--- src/rtl/muldiv_mc_ctrl_if.sv ---
`default_nettype none
// muldiv_mc_ctrl_if: EX-stage instruction, M-unit and writeback signals of the multicycle sequencer.
interface muldiv_mc_ctrl_if #(
  parameter int XLEN = 32
);
  logic            i_valid;
  logic [6:0]      i_opcode;
  logic [6:0]      i_funct7;
  logic [2:0]      i_funct3;
  logic [4:0]      i_rd;
  logic [XLEN-1:0] i_rs1;
  logic [XLEN-1:0] i_rs2;
  logic            i_flush;
  logic [XLEN-1:0] o_mu_in1;
  logic [XLEN-1:0] o_mu_in2;
  logic [6:0]      o_mu_opcode;
  logic [6:0]      o_mu_funct7;
  logic [2:0]      o_mu_funct3;
  logic [XLEN-1:0] i_mu_result;
  logic            i_mu_muldiv;
  logic            o_stall;
  logic            o_wb_valid;
  logic [4:0]      o_wb_rd;
  logic [XLEN-1:0] o_wb_data;

  modport master (
    output i_valid, i_opcode, i_funct7, i_funct3, i_rd, i_rs1, i_rs2, i_flush,
    output i_mu_result, i_mu_muldiv,
    input  o_mu_in1, o_mu_in2, o_mu_opcode, o_mu_funct7, o_mu_funct3,
    input  o_stall, o_wb_valid, o_wb_rd, o_wb_data
  );

  modport slave (
    input  i_valid, i_opcode, i_funct7, i_funct3, i_rd, i_rs1, i_rs2, i_flush,
    input  i_mu_result, i_mu_muldiv,
    output o_mu_in1, o_mu_in2, o_mu_opcode, o_mu_funct7, o_mu_funct3,
    output o_stall, o_wb_valid, o_wb_rd, o_wb_data
  );
endinterface
`default_nettype wire

--- src/rtl/muldiv_mc_ctrl.sv ---
`default_nettype none
// muldiv_mc_ctrl: sequences the combinational M-extension unit as a multicycle path,
// stalling EX for a per-class settle time and pulsing the captured result to writeback.
module muldiv_mc_ctrl #(
  parameter int XLEN       = 32,
  parameter int MUL_CYCLES = 2,
  parameter int DIV_CYCLES = 4
) (
  input wire              i_clk,
  input wire              i_rst_n,
  muldiv_mc_ctrl_if.slave bus
);

  localparam logic [6:0] OPC_OP    = 7'b0110011;
  localparam logic [6:0] F7_MULDIV = 7'b0000001;
  localparam logic [3:0] MUL_LOAD  = 4'(MUL_CYCLES - 1);
  localparam logic [3:0] DIV_LOAD  = 4'(DIV_CYCLES - 1);

  typedef enum logic [1:0] {
    IDLE = 2'd0,
    BUSY = 2'd1,
    DONE = 2'd2
  } state_t;

  state_t          state;
  state_t          state_nxt;
  logic [3:0]      cnt;
  logic [3:0]      cnt_nxt;
  logic            is_md;
  logic            accept;
  logic            capture;

  logic [XLEN-1:0] mu_in1;
  logic [XLEN-1:0] mu_in2;
  logic [6:0]      mu_opcode;
  logic [6:0]      mu_funct7;
  logic [2:0]      mu_funct3;
  logic [4:0]      wb_rd;
  logic [XLEN-1:0] wb_data;
  logic            unused_mu_muldiv;

  assign unused_mu_muldiv = bus.i_mu_muldiv;

  always_comb begin
    is_md     = bus.i_valid & (bus.i_opcode == OPC_OP) & (bus.i_funct7 == F7_MULDIV);
    // Gating with reset lets o_stall fall as soon as reset asserts, even with an M op parked in EX.
    accept    = is_md & ~bus.i_flush & (state == IDLE) & i_rst_n;
    capture   = (state == BUSY) & (cnt == 4'd0);
    state_nxt = state;
    cnt_nxt   = cnt;
    case (state)
      IDLE: begin
        if (accept) begin
          state_nxt = BUSY;
          cnt_nxt   = bus.i_funct3[2] ? DIV_LOAD : MUL_LOAD;
        end
      end
      BUSY: begin
        if (bus.i_flush) begin
          state_nxt = IDLE;
        end else if (capture) begin
          state_nxt = DONE;
        end else begin
          cnt_nxt = cnt - 4'd1;
        end
      end
      DONE:    state_nxt = IDLE;
      default: state_nxt = IDLE;
    endcase
  end

  always_ff @(posedge i_clk or negedge i_rst_n) begin
    if (!i_rst_n) begin
      state <= IDLE;
      cnt   <= 4'd0;
    end else begin
      state <= state_nxt;
      cnt   <= cnt_nxt;
    end
  end

  // Operand registers only load on accept so the unit inputs stay frozen for the whole settle window.
  always_ff @(posedge i_clk or negedge i_rst_n) begin
    if (!i_rst_n) begin
      mu_in1    <= '0;
      mu_in2    <= '0;
      mu_opcode <= 7'd0;
      mu_funct7 <= 7'd0;
      mu_funct3 <= 3'd0;
      wb_rd     <= 5'd0;
      wb_data   <= '0;
    end else begin
      if (accept) begin
        mu_in1    <= bus.i_rs1;
        mu_in2    <= bus.i_rs2;
        mu_opcode <= bus.i_opcode;
        mu_funct7 <= bus.i_funct7;
        mu_funct3 <= bus.i_funct3;
        wb_rd     <= bus.i_rd;
      end
      if (capture) begin
        wb_data <= bus.i_mu_result;
      end
    end
  end

  assign bus.o_mu_in1    = mu_in1;
  assign bus.o_mu_in2    = mu_in2;
  assign bus.o_mu_opcode = mu_opcode;
  assign bus.o_mu_funct7 = mu_funct7;
  assign bus.o_mu_funct3 = mu_funct3;
  assign bus.o_stall     = accept | (state == BUSY);
  assign bus.o_wb_valid  = (state == DONE) & ~bus.i_flush;
  assign bus.o_wb_rd     = wb_rd;
  assign bus.o_wb_data   = wb_data;

endmodule
`default_nettype wire

--- src/flat_wrapper.sv ---
// flat-port wrapper written by rule: the top's interface ports become plain ports
module muldiv_mc_ctrl_flat 
#(
  parameter int XLEN       = 32,
  parameter int MUL_CYCLES = 2,
  parameter int DIV_CYCLES = 4
)
  (i_clk, i_rst_n, bus_i_valid, bus_i_opcode, bus_i_funct7, bus_i_funct3, bus_i_rd, bus_i_rs1, bus_i_rs2, bus_i_flush, bus_i_mu_result, bus_i_mu_muldiv, bus_o_mu_in1, bus_o_mu_in2, bus_o_mu_opcode, bus_o_mu_funct7, bus_o_mu_funct3, bus_o_stall, bus_o_wb_valid, bus_o_wb_rd, bus_o_wb_data);
  muldiv_mc_ctrl_if #(.XLEN(XLEN)) bus_i ();
  input wire i_clk;
  input wire i_rst_n;
  input wire logic [$bits(bus_i.i_valid)-1:0] bus_i_valid;
  input wire logic [$bits(bus_i.i_opcode)-1:0] bus_i_opcode;
  input wire logic [$bits(bus_i.i_funct7)-1:0] bus_i_funct7;
  input wire logic [$bits(bus_i.i_funct3)-1:0] bus_i_funct3;
  input wire logic [$bits(bus_i.i_rd)-1:0] bus_i_rd;
  input wire logic [$bits(bus_i.i_rs1)-1:0] bus_i_rs1;
  input wire logic [$bits(bus_i.i_rs2)-1:0] bus_i_rs2;
  input wire logic [$bits(bus_i.i_flush)-1:0] bus_i_flush;
  input wire logic [$bits(bus_i.i_mu_result)-1:0] bus_i_mu_result;
  input wire logic [$bits(bus_i.i_mu_muldiv)-1:0] bus_i_mu_muldiv;
  output wire logic [$bits(bus_i.o_mu_in1)-1:0] bus_o_mu_in1;
  output wire logic [$bits(bus_i.o_mu_in2)-1:0] bus_o_mu_in2;
  output wire logic [$bits(bus_i.o_mu_opcode)-1:0] bus_o_mu_opcode;
  output wire logic [$bits(bus_i.o_mu_funct7)-1:0] bus_o_mu_funct7;
  output wire logic [$bits(bus_i.o_mu_funct3)-1:0] bus_o_mu_funct3;
  output wire logic [$bits(bus_i.o_stall)-1:0] bus_o_stall;
  output wire logic [$bits(bus_i.o_wb_valid)-1:0] bus_o_wb_valid;
  output wire logic [$bits(bus_i.o_wb_rd)-1:0] bus_o_wb_rd;
  output wire logic [$bits(bus_i.o_wb_data)-1:0] bus_o_wb_data;
  assign bus_i.i_valid = bus_i_valid;
  assign bus_i.i_opcode = bus_i_opcode;
  assign bus_i.i_funct7 = bus_i_funct7;
  assign bus_i.i_funct3 = bus_i_funct3;
  assign bus_i.i_rd = bus_i_rd;
  assign bus_i.i_rs1 = bus_i_rs1;
  assign bus_i.i_rs2 = bus_i_rs2;
  assign bus_i.i_flush = bus_i_flush;
  assign bus_i.i_mu_result = bus_i_mu_result;
  assign bus_i.i_mu_muldiv = bus_i_mu_muldiv;
  assign bus_o_mu_in1 = bus_i.o_mu_in1;
  assign bus_o_mu_in2 = bus_i.o_mu_in2;
  assign bus_o_mu_opcode = bus_i.o_mu_opcode;
  assign bus_o_mu_funct7 = bus_i.o_mu_funct7;
  assign bus_o_mu_funct3 = bus_i.o_mu_funct3;
  assign bus_o_stall = bus_i.o_stall;
  assign bus_o_wb_valid = bus_i.o_wb_valid;
  assign bus_o_wb_rd = bus_i.o_wb_rd;
  assign bus_o_wb_data = bus_i.o_wb_data;
  muldiv_mc_ctrl #(.XLEN(XLEN), .MUL_CYCLES(MUL_CYCLES), .DIV_CYCLES(DIV_CYCLES)) u_core (.i_clk(i_clk), .i_rst_n(i_rst_n), .bus(bus_i));
endmodule
--- config.mk ---
export PLATFORM = sky130hd
export DESIGN_NAME = muldiv_mc_ctrl_flat
export DESIGN_NICKNAME = d
export VERILOG_FILES = /design/src/rtl/muldiv_mc_ctrl_if.sv /design/src/rtl/muldiv_mc_ctrl.sv /design/src/flat_wrapper.sv
export SDC_FILE = /design/constraint.sdc
export NUM_CORES = 1
export LEC_CHECK = 0
export CORE_MARGIN = 5
export CORE_UTILIZATION = 38
export CTS_BUF_LIST = sky130_fd_sc_hd__clkbuf_2
export CTS_CLUSTER_DIAMETER = 40
export DETAILED_ROUTE_END_ITERATION = 6
export HOLD_SLACK_MARGIN = 0.05
export PLACE_DENSITY = 0.82
export SLEW_MARGIN = 20
export SYNTH_ARGS = -nofsm -noshare
export SYNTH_HDL_FRONTEND = slang
export SYNTH_SLANG_ARGS = --single-unit
--- constraint.sdc ---
create_clock -name i_clk -period 1.8 [get_ports i_clk]
set_input_delay 0.18 -clock i_clk [delete_from_list [all_inputs] [get_ports i_clk]]
set_output_delay 0.18 -clock i_clk [all_outputs]
set_load 0.02 [all_outputs]
Word level (Yosys, flattened, before mapping)
Index checks and enable logic that the tools add are counted.

word-level totals
  output and inout port bits = 120
  bits in registers = 124
  word-level logic and storage cells = 41
  input bits = 123

cells by class
  muxes and demuxes = 9
  add/subtract/negate cells = 1
  reduce and logical (&&, ||, !) cells = 5
  bitwise gates (word level) = 9
  equality and inequality tests = 8

operator list
  kind                                                                      number
  4-bit 2-to-1 mux                                                          3
  2-bit 2-to-1 mux                                                          4
  4-bit case mux with 2 select lines                                        1
  1-bit bitwise AND                                                         7
  7-bit by 1-bit == test with 1-bit output (second input constant)          1
  7-bit by 6-bit == test with 1-bit output (second input constant)          1
  4-bit zero test                                                           1
  2-bit inequality test (second input constant)                             2
  2-bit case mux with 2 select lines                                        1
  4-bit AND reduction                                                       1
  4-bit by 1-bit subtractor with 4-bit output (second input constant)       1
  3-bit by 2-bit inequality test with 1-bit output (second input constant)  1
  2-bit by 1-bit == test with 1-bit output (second input constant)          1
  2-bit == test (second input constant)                                     1
  2-bit zero test                                                           1
  2-bit by 1-bit inequality test with 1-bit output (second input constant)  1
  2-bit AND reduction                                                       1
  2-bit nonzero test                                                        1
  1-bit inverter                                                            1
  1-bit bitwise OR                                                          1

Longest topological paths before layout
  word-level depth = 8
  mapped depth = 7
  gate-level depth less buffers = 6

Worst setup path before layout
OpenSTA, ideal clock, no wires.

  path type = input to register
  start point = input bus_i_funct7[1]
  end point = register u_core.mu_funct3[0], in the netlist u_core.bus.o_mu_funct3[0]
  buffers on the path = 2
  library setup time = 125 ps
  data required time = 1,675 ps
  arrival = 1,699 ps
  setup slack = -24 ps
  cell stages on the path = 6
  path through = or4b_4 > nor4_4 > and3_1 > buf_6 > buf_12 > mux2_4

on the way
  word-level cells in the longest chain between the ends = 5

RTL lines
  element                                   line                  source
  start: declaration                        flat_wrapper.sv:14    input wire logic [$bits(bus_i.i_funct7)-1:0] bus_i_funct7;
  7-bit by 1-bit == test with 1-bit output  muldiv_mc_ctrl.sv:45  is_md = bus.i_valid & (bus.i_opcode == OPC_OP) & (bus.i_funct7 == F7_MULDIV);
  1-bit bitwise AND                         muldiv_mc_ctrl.sv:45
  1-bit bitwise AND (3 in a row)            muldiv_mc_ctrl.sv:47  accept = is_md & ~bus.i_flush & (state == IDLE) & i_rst_n;
  end signal: assignment                    muldiv_mc_ctrl.sv:98  mu_funct3 <= bus.i_funct3;
  end: declaration                          muldiv_mc_ctrl.sv:37  logic [2:0] mu_funct3;

No other way between the ends.
A chain may end at the register's enable or synchronous reset.

Worst setup path after layout
  start point = input bus_i_funct7[1]
  end point = output bus_o_stall

on the way
  word-level cells in the longest chain between the ends = 6

RTL lines
  element                                   line                   source
  7-bit by 1-bit == test with 1-bit output  muldiv_mc_ctrl.sv:45
  1-bit bitwise AND                         muldiv_mc_ctrl.sv:45
  1-bit bitwise AND (3 in a row)            muldiv_mc_ctrl.sv:47
  1-bit bitwise OR                          muldiv_mc_ctrl.sv:112  assign bus.o_stall = accept | (state == BUSY);
  end: declaration                          flat_wrapper.sv:27     output wire logic [$bits(bus_i.o_stall)-1:0] bus_o_stall;

No other way between the ends.

==> flow_metrics.env <==
export IMPL_grt_pass1_vias=4262
export IMPL_cts_root_buf="clkbuf_2"
export IMPL_p_seq_share_pct=52.3
export IMPL_min_from="bus_i_rs1[13]"
export IMPL_cts_buffers=17
export IMPL_drc=0
export IMPL_fin_cells=826
export IMPL_synth_top_cell_by_area="dfrtp_1"
export IMPL_top_layer="met4"
export IMPL_cellPowerDensity_nw_per_um2=625
export IMPL_slew_viol_final=0
export IMPL_peakVddDrop_uv=540
export IMPL_drtPass1Iterations=4
export IMPL_switchingPower_w=0.00128
export IMPL_path_class="primary input to primary output"
export IMPL_rsz0062_at_grt="true"
export IMPL_wl_per_cell_um=17.8
export IMPL_viasPerCell=4.52
export IMPL_setup_ws_ps=-49.5
export IMPL_yosysMostFrequentCell="dfrtp_1"
export IMPL_wirelength_um=14700
export IMPL_core_um2=13100
export IMPL_setup_viol=1
export IMPL_post_place_ws_ps=-619
export IMPL_skew_ps=16.2
export IMPL_grt_pass1_wl_um=22500
export IMPL_final_nets=762
export IMPL_path_clk_slew_ps=190
export IMPL_r2r_slack_ps=130
export IMPL_leakagePower_nw=4.41
export IMPL_drv_cap=0
export IMPL_antenna_found_initial=0
export IMPL_cp_arrival_ps=1670
export IMPL_syn_nets=416
export IMPL_violations="setup timing"
export IMPL_initial_core_util_pct=38.6
export IMPL_relSlewSlack_pct=51.9
export IMPL_r2r_start="u_core.cnt[1]"
export IMPL_synthTopCellsByCount="124 x dfrtp_1, 70 x mux2_4, 32 x mux2_2, 9 x and2_1, 8 x nand2b_1"
export IMPL_startpoint="bus_i_funct7[1]"
export IMPL_io_buffer_count=241
export IMPL_cp_end_kind="primary output"
export IMPL_setup_tns_ps=-49.5
export IMPL_cts_max_path_buffers=2
export IMPL_utilization_pct=66.2
export IMPL_yosysWarningCount=0
export IMPL_ys_flop_type="dfrtp_1"
export IMPL_syn_avg_cell_area_um2=17.4
export IMPL_netlist_area_um2=5070
export IMPL_swShare_pct=23.6
export IMPL_drt_met1_wl_um=5660
export IMPL_fmax_mhz=541
export IMPL_ios=243
export IMPL_num_rows=42
export IMPL_met3_length_um=1020
export IMPL_drt_iter0_drc=168
export IMPL_grt_use_total_pct=18.2
export IMPL_insertion_delay_ps=660
export IMPL_seq_area_frac_synth_pct=61.2
export IMPL_ys_async_sr_fraction_pct=100
export IMPL_gp_congestion=0.826
export IMPL_tritoncts="yes"
export IMPL_synthTopCellsByArea="dfrtp_1 61%, mux2_4 21%, mux2_2 7.1%"
export IMPL_start_kind="primary input"
export IMPL_yosysUniqueCellTypes=33
export IMPL_p_comb_share_pct=11.6
export IMPL_place_hpwl_um=9730
export IMPL_final_hold_viol_count=0
export IMPL_min_path_cells=2
export IMPL_antennaDiodeCount=0
export IMPL_worst_pin_slew_ps=721
export IMPL_fp_dieW_um=125
export IMPL_syn2layout_area_growth_pct=71.7
export IMPL_grt_start_max_net_pins=75
export IMPL_num_vias=3736
export IMPL_min_period_ps=1850
export IMPL_die_h_um=125
export IMPL_hp_class="primary input to flip-flop"
export IMPL_grt_overflow_total=0
export IMPL_internal_power_w=0.00415
export IMPL_syn_inst=291
export IMPL_h_tree_depth=4
export IMPL_synth_seq_cells=124
export IMPL_synth_edff_count=0
export IMPL_dp_cells=709
export IMPL_reg2regPathDepth=6
export IMPL_period_share_pct=103
export IMPL_clock_power_share_pct=36.1
export IMPL_dieArea_um2=15700
export IMPL_drtAntennaViolNets=0
export IMPL_crit_fanout=2
export IMPL_crit_required_ps=1620
export IMPL_wl_met2_um=7700
export IMPL_outcome="finished with violations"
export IMPL_drive_above_1_share_pct=25.4
export IMPL_synth_top_area_share_pct=61.2
export IMPL_cts_num_sinks=124
==> logic make-up (layout without fill, tap and decap cells) <==
logic type,Yosys count,in the layout,synth area share (%)
AOI/OAI and AO/OA,8,8,1.19
adders and majority gates,2,2,0.494
buffers and inverters,16,375,3.65
DFF,124,124,61.2
muxes,106,106,28.7
and+or+nand+nor,35,35,4.76
==> cells in the final DEF, fill, tap and decap left out, types with 2 or more instances in the layout <==
cell               n
buf_12             4
mux2_4            70
nor4_1             3
nand2b_1           7
a21oi_1            2
clkdlybuf4s50_1  120
dfrtp_2            2
mux2i_1            2
buf_6              2
dfrtp_1          122
mux2_2            32
clkinv_2           5
ha_1               2
dlygate4sd2_1    118
buf_4             13
clkbuf_2          19
inv_1              3
dlygate4sd3_1     83
and2_1             9
mux2_1             2
bufinv_16          4
clkinv_4           2
nor2b_1            2
==> registers in the layout (all words and copies together) (netlist names) <==
name / cells
u_core.bus.o_mu_in1: 32
u_core.bus.o_mu_in2: 32
u_core.bus.o_wb_data: 32
u_core.bus.o_mu_funct7: 7
u_core.bus.o_mu_opcode: 7
u_core.bus.o_wb_rd: 5
u_core.cnt: 4
u_core.bus.o_mu_funct3: 3
u_core.state: 2
==> through the flow <==
step | cell area, µm² | power, W | hold slack [ps]
4_1_cts | 8420 | 0.00545 | 50.0
2_1_floorplan | 5070 | 0.00298 | -116
5_1_grt | 8700 | 0.00568 | 45.5
3_5_place_dp | 7670 | 0.00340 | 387
3_3_place_gp | 7670 | 0.00339 | 372
6_report | 8700 | 0.00544 | 123
==> power groups by stage <==
stage               Combinational, W  Sequential, W  Clock, W
finish                      0.000632        0.00284   0.00196
CTS                         0.000597        0.00284   0.00201
floorplan                  0.0000406        0.00294         0
detailed placement          0.000508        0.00289         0
global route                0.000677        0.00285   0.00215
global placement            0.000498        0.00289         0
==> path summary, 6_finish.rpt <==
| check | to |
|---|---|
| max | bus_o_stall |
| max in group asynchronous | u_core.bus.o_mu_in2[26] |
| min in group asynchronous | u_core.bus.o_mu_in2[20] |
| max reg2reg | u_core.bus.o_wb_data[13] |
| min | u_core.bus.o_mu_in1[13] |
| min reg2reg | u_core.bus.o_mu_opcode[0] |
==> layer usage <==
metal | up-vias | global-route usage, %
met5 | - | 0
met4 | 0 | 8.10
met3 | 28 | 6.61
met2 | 155 | 32.0
met1 | 1834 | 19.4
li1 | 1719 | -
==> area by class of cell <==
class | count | area, µm²
fillers | 941 | 4430
repair buffers | 340 | 3270
flip-flops and latches | 124 | 3110
multi-input cells | 151 | 1830
well taps | 176 | 220
clock inverters | 13 | 174
clock buffers | 19 | 95.1
inverters | 3 | 11.3
==> worst max-delay path: stages <==
cell and delay, ps:
clkdlybuf4s50_1 410, or4b_4 550, nor4_4 190, nand3_2 140, nand2_2 90, buf_6 120
==> what timing repair did <==
action                                  4_1_cts  5_1_grt
hold buffers                                 63       20
setup buffers                                 0        2
gates cloned                                  0        0
endpoints found under the setup margin      122      112
endpoints found under the hold margin       112       20
resized for setup                           129       15
pin swaps                                     0        2
Note: power is estimated with default switching activity, not from simulation.
